$ cat src/rtl/instruction_fetch_queue.sv
// Instruction fetch unit with an N-entry instruction queue between ICache and Decoder.
// Resolves jal/branch/jalr next-PC locally and flushes cleanly on RoB redirect.
module instruction_fetch_queue #(
  parameter int unsigned ADDR_WIDTH   = 32,
  parameter int unsigned IQ_DEPTH_LOG = 2,
  parameter logic [ADDR_WIDTH-1:0] RESET_PC = '0
) (
  input  logic                  Sys_clk,
  input  logic                  Sys_rst,
  input  logic                  Sys_rdy,
  input  logic                  ICIF_en,
  input  logic [31:0]           ICIF_data,
  output logic                  IFIC_en,
  output logic [ADDR_WIDTH-1:0] IFIC_pc,
  input  logic                  DCIF_ask_IF,
  output logic                  IFDC_en,
  output logic [ADDR_WIDTH-1:0] IFDC_pc,
  output logic [6:0]            IFDC_opcode,
  output logic [24:0]           IFDC_remain_inst,
  output logic                  IFDC_predict_result,
  input  logic                  PDIF_en,
  input  logic                  PDIF_predict_result,
  output logic                  IFPD_predict_en,
  output logic [ADDR_WIDTH-1:0] IFPD_pc,
  output logic                  IFPD_feedback_en,
  output logic                  IFPD_branch_result,
  output logic [ADDR_WIDTH-1:0] IFPD_feedback_pc,
  input  logic                  RoBIF_flush,
  input  logic                  RoBIF_jalr_en,
  input  logic                  RoBIF_branch_en,
  input  logic                  RoBIF_branch_result,
  input  logic [ADDR_WIDTH-1:0] RoBIF_branch_pc,
  input  logic [ADDR_WIDTH-1:0] RoBIF_next_pc
);

  localparam int unsigned DEPTH = 1 << IQ_DEPTH_LOG;
  localparam int unsigned CW    = IQ_DEPTH_LOG + 1;
  localparam logic [CW-1:0] FULL = CW'(DEPTH);

  localparam logic [6:0] OP_JAL    = 7'b1101111;
  localparam logic [6:0] OP_BRANCH = 7'b1100011;
  localparam logic [6:0] OP_JALR   = 7'b1100111;

  typedef enum logic [1:0] {IDLE, WAIT_IC, WAIT_PD, WAIT_JALR} state_t;

  typedef struct packed {
    logic [ADDR_WIDTH-1:0] pc;
    logic [31:0]           inst;
    logic                  pred;
  } entry_t;

  state_t                  state;
  logic [ADDR_WIDTH-1:0]   pc;
  logic [31:0]             inst_q;
  logic                    drop_pending;
  logic [IQ_DEPTH_LOG-1:0] head;
  logic [IQ_DEPTH_LOG-1:0] tail;
  logic [CW-1:0]           count;
  entry_t                  mem [DEPTH];

  logic                    push;
  logic                    pop;
  entry_t                  push_e;
  entry_t                  head_e;
  logic [6:0]              opcode;
  logic signed [31:0]      j_imm;
  logic signed [31:0]      b_imm;

  assign opcode = ICIF_data[6:0];
  assign j_imm  = {{12{ICIF_data[31]}}, ICIF_data[19:12], ICIF_data[20], ICIF_data[30:21], 1'b0};
  assign b_imm  = {{20{inst_q[31]}}, inst_q[7], inst_q[30:25], inst_q[11:8], 1'b0};

  // Head of queue is presented combinationally to the Decoder
  assign head_e              = mem[head];
  assign IFDC_en             = (count != '0);
  assign IFDC_pc             = head_e.pc;
  assign IFDC_opcode         = head_e.inst[6:0];
  assign IFDC_remain_inst    = head_e.inst[31:7];
  assign IFDC_predict_result = head_e.pred;

  // Push/pop decisions; a flush, reset or stall suppresses both
  always_comb begin
    push        = 1'b0;
    push_e.pc   = pc;
    push_e.inst = ICIF_data;
    push_e.pred = 1'b0;
    case (state)
      WAIT_IC: push = ICIF_en && !drop_pending && (opcode != OP_BRANCH);
      WAIT_PD: begin
        push        = PDIF_en;
        push_e.inst = inst_q;
        push_e.pred = PDIF_predict_result;
      end
      default: push = 1'b0;
    endcase
    pop = IFDC_en && DCIF_ask_IF;
    if (Sys_rst || !Sys_rdy || RoBIF_flush) begin
      push = 1'b0;
      pop  = 1'b0;
    end
  end

  always_ff @(posedge Sys_clk) begin
    if (push) mem[tail] <= push_e;
  end

  // Fetch FSM, queue pointers and predictor feedback
  always_ff @(posedge Sys_clk) begin
    if (Sys_rst) begin
      state              <= IDLE;
      pc                 <= RESET_PC;
      inst_q             <= '0;
      drop_pending       <= 1'b0;
      head               <= '0;
      tail               <= '0;
      count              <= '0;
      IFIC_en            <= 1'b0;
      IFIC_pc            <= RESET_PC;
      IFPD_predict_en    <= 1'b0;
      IFPD_pc            <= '0;
      IFPD_feedback_en   <= 1'b0;
      IFPD_branch_result <= 1'b0;
      IFPD_feedback_pc   <= '0;
    end else if (Sys_rdy) begin
      IFPD_predict_en  <= 1'b0;
      IFPD_feedback_en <= RoBIF_branch_en;
      if (RoBIF_branch_en) begin
        IFPD_branch_result <= RoBIF_branch_result;
        IFPD_feedback_pc   <= RoBIF_branch_pc;
      end

      if (RoBIF_flush) begin
        state        <= IDLE;
        pc           <= RoBIF_next_pc;
        head         <= '0;
        tail         <= '0;
        count        <= '0;
        IFIC_en      <= 1'b0;
        // The in-flight response, if not arriving now, must be swallowed later
        drop_pending <= (IFIC_en || drop_pending) && !ICIF_en;
      end else begin
        if (ICIF_en && drop_pending) drop_pending <= 1'b0;
        if (push) tail <= tail + 1'b1;
        if (pop)  head <= head + 1'b1;
        count <= count + CW'(push) - CW'(pop);

        case (state)
          IDLE: begin
            if (count < FULL && !drop_pending) begin
              IFIC_en <= 1'b1;
              IFIC_pc <= pc;
              state   <= WAIT_IC;
            end
          end
          WAIT_IC: begin
            if (ICIF_en) begin
              IFIC_en <= 1'b0;
              case (opcode)
                OP_JAL: begin
                  pc    <= pc + ADDR_WIDTH'(j_imm);
                  state <= IDLE;
                end
                OP_BRANCH: begin
                  inst_q          <= ICIF_data;
                  IFPD_predict_en <= 1'b1;
                  IFPD_pc         <= pc;
                  state           <= WAIT_PD;
                end
                OP_JALR: state <= WAIT_JALR;
                default: begin
                  pc    <= pc + ADDR_WIDTH'(4);
                  state <= IDLE;
                end
              endcase
            end
          end
          WAIT_PD: begin
            if (PDIF_en) begin
              pc    <= PDIF_predict_result ? pc + ADDR_WIDTH'(b_imm) : pc + ADDR_WIDTH'(4);
              state <= IDLE;
            end
          end
          WAIT_JALR: begin
            if (RoBIF_jalr_en) begin
              pc    <= RoBIF_next_pc;
              state <= IDLE;
            end
          end
          default: state <= IDLE;
        endcase
      end
    end
  end

endmodule

$ cat config.mk
export PLATFORM = sky130hd
export DESIGN_NAME = instruction_fetch_queue
export DESIGN_NICKNAME = d
export VERILOG_FILES = /design/src/rtl/instruction_fetch_queue.sv
export SDC_FILE = /design/constraint.sdc
export NUM_CORES = 1
export LEC_CHECK = 0
export BUFFER_PORTS_ARGS = -buffer_cell sky130_fd_sc_hd__buf_4
export CAP_MARGIN = 20
export CORE_AREA = 5 5 251 253
export CTS_CLUSTER_SIZE = 20
export DETAILED_ROUTE_END_ITERATION = 6
export DIE_AREA = 0 0 256 258
export HOLD_SLACK_MARGIN = 0.1
export PLACE_DENSITY = 0.52
export SLEW_MARGIN = 20
export SYNTH_ARGS = -nofsm -noshare
export SYNTH_HDL_FRONTEND = slang
export SYNTH_SLANG_ARGS = --single-unit
$ cat constraint.sdc
create_clock -name Sys_clk -period 6 [get_ports Sys_clk]
set_input_delay 1.8 -clock Sys_clk [delete_from_list [all_inputs] [get_ports Sys_clk]]
set_output_delay 1.8 -clock Sys_clk [all_outputs]
set_load 0.02 [all_outputs]
# Yosys cells after proc, flatten, opt, wreduce, memory -nomap -nowiden

Memory sizes are Yosys's and may differ from the RTL's. A register that Yosys moved wholly into a read port is not among the register bits.
Cells that the tools add are included.

Bits in registers: 174
Memory bits (writable): 260
Input port bits: 107
Output and inout bits: 166
Word-level logic and storage cells: 102
Memories kept: 1

Memories:

| name | depth | bits a word | read ports | clocked after Yosys merged registers in | write ports | line | text |
|---|---|---|---|---|---|---|---|
| mem  | 4     | 65          | 1          | 1                                       | 1           | 59   | `entry_t mem [DEPTH];` |

Add/subtract/negate cells: 7
$lt $le $gt $ge: 1
Eq/ne operators: 12
Mux-type cells: 37
Bitwise gates (word level): 1
Reduce and logical (&&, ||, !) cells: 29

Operators by type and width:

| operator                                                         | number |
|---|---|
| 32-bit 2-to-1 mux                                                | 5 |
| 32-bit one-hot mux with 3 select lines                           | 1 |
| 32-bit adder                                                     | 2 |
| 32-bit one-hot mux with 2 select lines                           | 1 |
| 33-bit 2-to-1 mux                                                | 1 |
| 32-bit by 3-bit adder with 32-bit output (second input constant) | 1 |
| 2-bit 2-to-1 mux                                                 | 11 |
| 7-bit equality test (second input constant)                      | 3 |
| 3-bit != test (second input constant)                            | 5 |
| 1-bit 2-to-1 mux                                                 | 13 |
| 5-bit AND reduction                                              | 2 |
| 2-bit one-hot mux with 4 select lines                            | 1 |
| 2-bit AND reduction                                              | 4 |
| 4-bit AND reduction                                              | 2 |
| 7-bit != test (second input constant)                            | 1 |
| 1-bit logical AND                                                | 6 |
| 6-bit AND reduction                                              | 1 |
| 2-bit nonzero test                                               | 3 |
| 3-bit nonzero test                                               | 2 |
| 2-bit by 1-bit adder with 2-bit output (second input constant)   | 2 |
| 2-bit equality test (second input constant)                      | 2 |
| 1-bit one-hot mux with 2 select lines                            | 2 |
| 2-bit one-hot mux with 2 select lines                            | 1 |
| 4-bit nonzero test                                               | 1 |
| other kinds (10)                                                 | 14 |

# Depth between registers and ports, before layout

Gate-level depths: netlist of run 1.

Depth in word-level cells: 8
Gate-level depth with buffers: 15
Gate-level depth less buffers: 15

# Worst setup path before layout of run 1

Ideal clock, no wire load.

Path type: in2reg
Start point: input RoBIF_flush
End point: memory mem[0][0] (netlist name) (enable)
Arrival time: 4080 ps
Path slack: 1490 ps
Stages: 6
Path through: inv_1 -> nand2_1 -> nor2_1 -> nand2_1 -> a21oi_1 -> and2_1

Word-level cells in the longest chain between the ends: 4

RTL lines:

| what                                   | line | text |
|---|---|---|
| from (decl)                            | 28   | `input logic RoBIF_flush,` |
| 1-bit logical OR                       | 97   | `if (Sys_rst \|\| !Sys_rdy \|\| RoBIF_flush) begin` |
| 1-bit 2-to-1 mux                       | 97   |  |
| 1-bit 2-to-1 mux                       | 104  | `if (push) mem[tail] <= push_e;` |
| 1-bit 2-to-1 mux (implied by the code) | 104  |  |
| to (decl)                              | 59   |  |

No other way between the ends.

==> summary.md, run 1 <==
| Metric | Value |
|---|---|
| Number of I/O pins | 273 |
| Asr flop ratio synth | 0 |
| Status | finished clean |
| Crit Path Class | reg -> out |
| RSZ-0062 raised after global routing | false |
| CP Launch Type | flip-flop |
| Crit path arrival time | between 2 and 3 ns |
| Finished Core Util | 0.420 |
| Global-route wire length before repair | roughly 100000 um |
| Commonest non-fill, non-tap cells in the layout | nand2_1 (325), buf_4 (288), edfxtp_1 (260) |
| Post-synth top flop | edfxtp_1 |
| RD Place Congestion | 0.894 |
| Peak supply drop | 0.189 mV |
| Die Wd | 256 um |
| Synth-to-Final Area Change | 21.8% |
| Mean Syn Cell Area | between 10 and 15 um^2 |
| Max-cap violations | 0 |
| Worst r2r path cells | 8 |
| Max Clk Rate | between 200 and 250 MHz |
| Worst Path Max Fanout | 35 |
| Worst Path Required | 4.20 ns |
| Final #Nets | around 2300 |
| Layout cell share with drive strength beyond 1 | 0.233 |
| Family with the most delay on the worst path | flip-flops |
| Vias in the first global route | 15700 |
| Drt via density | approximately 5.5 |
| Root buf cell | clkbuf_16 |
| Vias | 16200 |
| Tot GR Track Use | 0.204 |
| Min-Delay Path Depth | 2 |
| Clock Latency Late Sink | roughly 0.6 ns |
| Die footprint | 66000 um^2 |
| PD cells | about 280 nW/um^2 |
| CTS tree | yes |
| Synth Instances | roughly 1900 |
| Worst Tran Pin Value | about 1.1 ns |
| Pin count of the biggest net entering global routing | between 70 and 80 |
| Initial DRC count | ~1400 |
| Post-CTS Resized | 0 |
| Seq/Total Area, Yosys | 0.540 |
| Setup TNS | 0 ns |
| Post-detail-place hpwl | between 40000 and 50000 um |
| CTS clock-pin slew for the worst setup and hold paths | 0.06 ns |
| Clk_skew | between 0.02 and 0.03 ns |
| Die Y | between 200 and 300 um |
| Setup repair bufs after CTS | 0 |
| Final setup violation count | 0 |
| P_leak | 9.21 nW |
| WL final | roughly 70000 um |
| GR Overflow Total | 0 |
| Synth warnings | 0 |
| Bufs and invs on worst path | 2 |
| Clock sinks | about 440 |
| CTS Hold Bufs | 0 |
| Post-Syn Area | about 21000 um^2 |
| CP Cell Sequence | buf_12 > mux4_2 > buf_4 |
| Core Box Area | just over 60000 um^2 |
| Max Buffers Root-to-Sink | 3 |
| DP Area | ~24000 um^2 |
| Slew headroom | 0.272 |
| Initial antenna violation count | 4 |
| CP endpoint kind | primary output |
| Hold path startpoint | inst_q[24]$_SDFFE_PP0P_ |
| Number of enable flip-flop cells after synthesis | between 200 and 300 |
| Commonest non-fill, non-tap cell in the layout | nand2_1 |
| Netlist cell types | between 80 and 90 |
| Reg2Reg Setup Slack | roughly 2.4 ns |
| Wirelength per Cell | ~24 um |
| Min cycle time layout | around 4.4 ns |
| Reg-to-reg startpoint | pc[2]$_SDFFE_PP0P_ |
| Port bufs | 272 |
| Pins Over Slew Limit | 0 |
| # rows | 91 |
| Crit-path slowest cell | dfxtp_2 |
| Final period utilization | 0.729 |
| R2r endpoint | pc[30]$_SDFFE_PP0P_ |
| WHS Endpoint | inst_q[24]$_SDFFE_PP0P_ |
| DRC | 0 |
| Design area | roughly 26000 um^2 |
| Slowest stage delay, CP | 1.03 ns |
| Initial Utilization | 0.345 |
| Worst min path class | reg -> reg |
| Final ANT Viol Nets | 0 |
| Net Count, Synth | 2074 |
| Hold Vio Cnt, Final | 0 |
| DR pass1 iterations | 6 |
| CTS H-tree lvls | 2 |
| Num CTS Buffers | 49 |
| Post-synthesis register bit count | approximately 440 |
cell families after synthesis:
kind of cell               count (synthesis)  share of synthesized area
and+or+nand+nor                          599                      0.126
buffers and inverters                    144                     0.0262
adders and majority gates                 74                     0.0452
DFF                                      436                      0.540
xor gates and xnor gates                  69                     0.0288
AOI/OAI and AO/OA                        467                      0.143
muxes                                    104                     0.0903
Yosys cell counts (11+ instances only):
master,number,area [um^2]
mux4_2,65,1460
xnor2_1,43,377
nand4_1,16,100
and2_1,13,81.3
a211oi_1,30,225
nor2_1,105,394
o21ai_0,68,340
a21o_1,20,150
buf_1,11,41.3
clkbuf_1,96,360
edfxtp_1,260,7810
inv_1,29,109
a21oi_1,196,981
a31oi_1,11,68.8
nand2_1,326,1220
nand3_1,47,235
nor3_1,23,115
o21a_1,11,82.6
dfxtp_1,176,3520
a311oi_1,13,114
ha_1,71,888
xor2_1,26,228
o21bai_1,14,105
mux2_2,32,360
o211ai_1,20,150
and3_1,12,75.1
a221oi_1,11,96.3
flip-flops by register name, indices dropped and copies added, names as in the netlist, named ones only:
| signal | cells |
|---|---|
| inst_q | 32 |
| state | 2 |
| pc | 32 |
| head | 2 |
| IFIC_en | 1 |
| count | 3 |
| IFIC_pc | 32 |
| mem | 260 |
| drop_pending | 1 |
| IFPD_pc | 32 |
| tail | 2 |
| IFPD_predict_en | 1 |
| IFPD_feedback_en | 1 |
| IFPD_branch_result | 1 |
| IFPD_feedback_pc | 32 |
worst reg2reg max path, stage by stage (launching register included):
cell,delay (ns)
dfxtp_1,0.75
ha_1,0.38
a211oi_1,0.29
o21ai_0,0.27
and2_1,0.25
a311o_1,0.43
o21ai_0,0.59
mux2_2,0.41
a31oi_1,0.12
through the flow:
stage	std cells	worst slack (ns)	power, mW	hold slack [ns]
5_1_grt	2955	1.50	7.33	0.468
2_1_floorplan	1893	1.49	3.68	0.433
3_5_place_dp	2862	1.31	3.95	0.443
3_3_place_gp	2861	1.37	3.95	0.439
4_1_cts	2954	1.56	7.13	0.453
6_report	2956	1.63	7.06	0.452
per-layer routing:
layer | GRT usage | wire length (um)
met1 | 0.279 | 30600
met5 | 0 | 13
met3 | 0.0534 | 5370
met2 | 0.325 | 32600
met4 | 0.0493 | 1540
final cells by class:
| type | instances | area (um^2) |
|---|---|---|
| tap | 790 | 988 |
| multi-input combinational | 1313 | 9130 |
| antenna | 2 | 5.00 |
| inverter | 29 | 109 |
| sequential | 436 | 11300 |
| fill | 5842 | 35200 |
| clock inverter | 30 | 374 |
| timing repair buffer | 294 | 2270 |
| clock buffer | 62 | 1350 |
power by group:
part,internal [mW],total (mW),switching [mW],leakage [nW]
combinational,0.233,0.599,0.366,4.57
clock,1.90,3.16,1.26,0.824
sequential,3.21,3.30,0.0925,3.81
total,5.34,7.06,1.72,9.21
how the worst max path moves through the flow:
stage	to	slack (ns)	cells after the start
after floorplan	mem[0][0]$_DFFE_PP_	1.49	6
after global placement	count[2]$_SDFFE_PP0P_	1.37	16
after detailed placement	mem[0][61]$_DFFE_PP_	1.31	8
after CTS	IFDC_pc[0]	1.56	3
after global routing	IFDC_pc[0]	1.50	3
final	IFDC_pc[0]	1.63	3
Power figures use the tool's default switching activity.
==> run 2: changes to the inputs <==
PLACE_DENSITY = 0.54   (was 0.52)
clock period = 3.8 ns   (was 6 ns; I/O delays follow)
==> summary.md, run 2 (synthesized netlist as in run 1, its figures left out) <==
| Metric | Value |
|---|---|
| Vias in the first global route | about 16000 |
| CP endpoint kind | primary output |
| Pin count of the biggest net entering global routing | between 150 and 200 |
| CP Launch Type | flip-flop |
| Final ANT Viol Nets | 0 |
| # rows | 91 |
| Worst Tran Pin Value | ~0.96 ns |
| Max Clk Rate | 291 MHz |
| Final period utilization | 0.903 |
| CTS Hold Bufs | 0 |
| Total power | approximately 11 mW |
| Register bank with the most flops | mem |
| Crit Path Class | reg -> out |
| P_leak | ~9.5 nW |
| DR pass1 iterations | 7 |
| Die Y | 258 um |
| Synth-to-Final Area Change | 23.4% |
| Post-detail-place hpwl | 50300 um |
| Layout cell share with drive strength beyond 1 | 0.254 |
| Num CTS Buffers | 49 |
| Pins Over Slew Limit | 0 |
| Initial Utilization | 0.345 |
| Initial antenna violation count | 2 |
| PD cells | 416 nW/um^2 |
| Commonest non-fill, non-tap cells in the layout | buf_4 (344), nand2_1 (325), edfxtp_1 (260) |
| Worst min path class | reg -> reg |
| Final setup violation count | 0 |
| CTS clock-pin slew for the worst setup and hold paths | ~0.06 ns |
| Finished Core Util | 0.426 |
| Drt via density | 5.48 |
| RSZ-0062 raised after global routing | false |
| Tot GR Track Use | 0.207 |
| Hold Vio Cnt, Final | 0 |
| Die footprint | between 60000 and 70000 um^2 |
| DRC | 0 |
| Peak supply drop | 0.285 mV |
| Max Buffers Root-to-Sink | 3 |
| Die Wd | 256 um |
| Clock sinks | between 400 and 500 |
| Max-cap violations | 0 |
| Global-route wire length before repair | roughly 110000 um |
| Crit path arrival time | 2.29 ns |
| Setup repair bufs after CTS | 0 |
| Vias | 16500 |
| GR Overflow Total | 0 |
| Slew headroom | 0.361 |
| Post-CTS Resized | 0 |
| Clk_skew | 0.0173 ns |
| CTS tree | yes |
| CTS H-tree lvls | 2 |
| Initial DRC count | about 1300 |
| Number of flip-flops in the largest register | between 200 and 300 |
| Final non-filler cell total | about 3000 |
| Slowest stage delay, CP | between 0.5 and 0.6 ns |
| Core Box Area | a little over 60000 um^2 |
| Wirelength per Cell | 23.5 um |
| Worst Path Required | ~2.7 ns |
| Clock Latency Late Sink | 0.59 ns |
| Commonest non-fill, non-tap cell in the layout | buf_4 |
| WL final | just over 70000 um |
| RD Place Congestion | 0.937 |
| Setup TNS | 0 ns |
| Port bufs | between 200 and 300 |
| Worst Path Max Fanout | 29 |
| CP Cell Sequence | buf_12 > mux4_2 > buf_4 |
| Min cycle time layout | around 3.4 ns |
| Number of I/O pins | roughly 270 |
| Status | finished clean |
| Root buf cell | clkbuf_16 |
| Final #Nets | roughly 2400 |
| Placed Cells | ~3000 |
| Crit-path slowest cell | dfxtp_4 |
run 2: cell count changes in the layout (fill, tap and decap cells not counted), moves of 3 or more:
cell | previous run | this run
inv_6 | 5 | 2
bufinv_16 | 7 | 3
buf_4 | 288 | 344
clkinv_2 | 3 | 17
buf_12 | 4 | 9
clkbuf_8 | 7 | 2
run 2: power breakdown:
part / switching [mW] / total, mW / internal (mW)
logic: 0.651 / 1.06 / 0.407
clock network: 1.98 / 4.60 / 2.62
registers: 0.0644 / 5.13 / 5.06
run 2: cell type report:
type                       count  area (um^2)
fill                        5819        34900
antenna                        2         5.00
tap                          790          988
timing repair buffer         354         2770
multi-input combinational   1313         9120
inverter                      29          109
sequential                   436        11300
clock buffer                  57         1280
clock inverter                34          270
run 2: through the flow:
step | instance area (um^2) | hold WS, ns | worst slack [ns]
final | 25900 | 0.453 | 0.368
after global routing | 25900 | 0.474 | 0.205
after CTS | 25900 | 0.455 | 0.245
after detailed placement | 24300 | 0.448 | 0.0657
after global placement | 24300 | 0.438 | 0.0890
after floorplan | 21000 | 0.433 | 0.516
run 2: final timing paths:
kind                                                        start                                end  cells after the start  slack, ns
worst min-delay path            IFPD_feedback_pc[27]$_SDFFE_PP0P_  IFPD_feedback_pc[27]$_SDFFE_PP0P_                      2       0.45
worst max-delay path                                    flip-flop               IFDC_remain_inst[12]                      3       0.37
worst min register to register  IFPD_feedback_pc[27]$_SDFFE_PP0P_  IFPD_feedback_pc[27]$_SDFFE_PP0P_                      2       0.45
worst max register to register                 pc[3]$_SDFFE_PP0P_                pc[28]$_SDFFE_PP0P_                      9       0.45
run 2: worst max-delay path, delay by kind of cell (launching register included):
| kind | cells | cell delay, ns |
|---|---|---|
| DFF | 1 | 0.59 |
| muxes | 1 | 0.57 |
| buffers and inverters | 2 | 0.48 |
run 2: layer usage:
metal | global-route usage | vias up | share of wire
met5 | 0 | - | 0
li1 | - | 7639 | -
met4 | 0.0657 | 0 | 0.032
met1 | 0.276 | 8241 | 0.43
met3 | 0.0477 | 99 | 0.066
met2 | 0.337 | 543 | 0.47
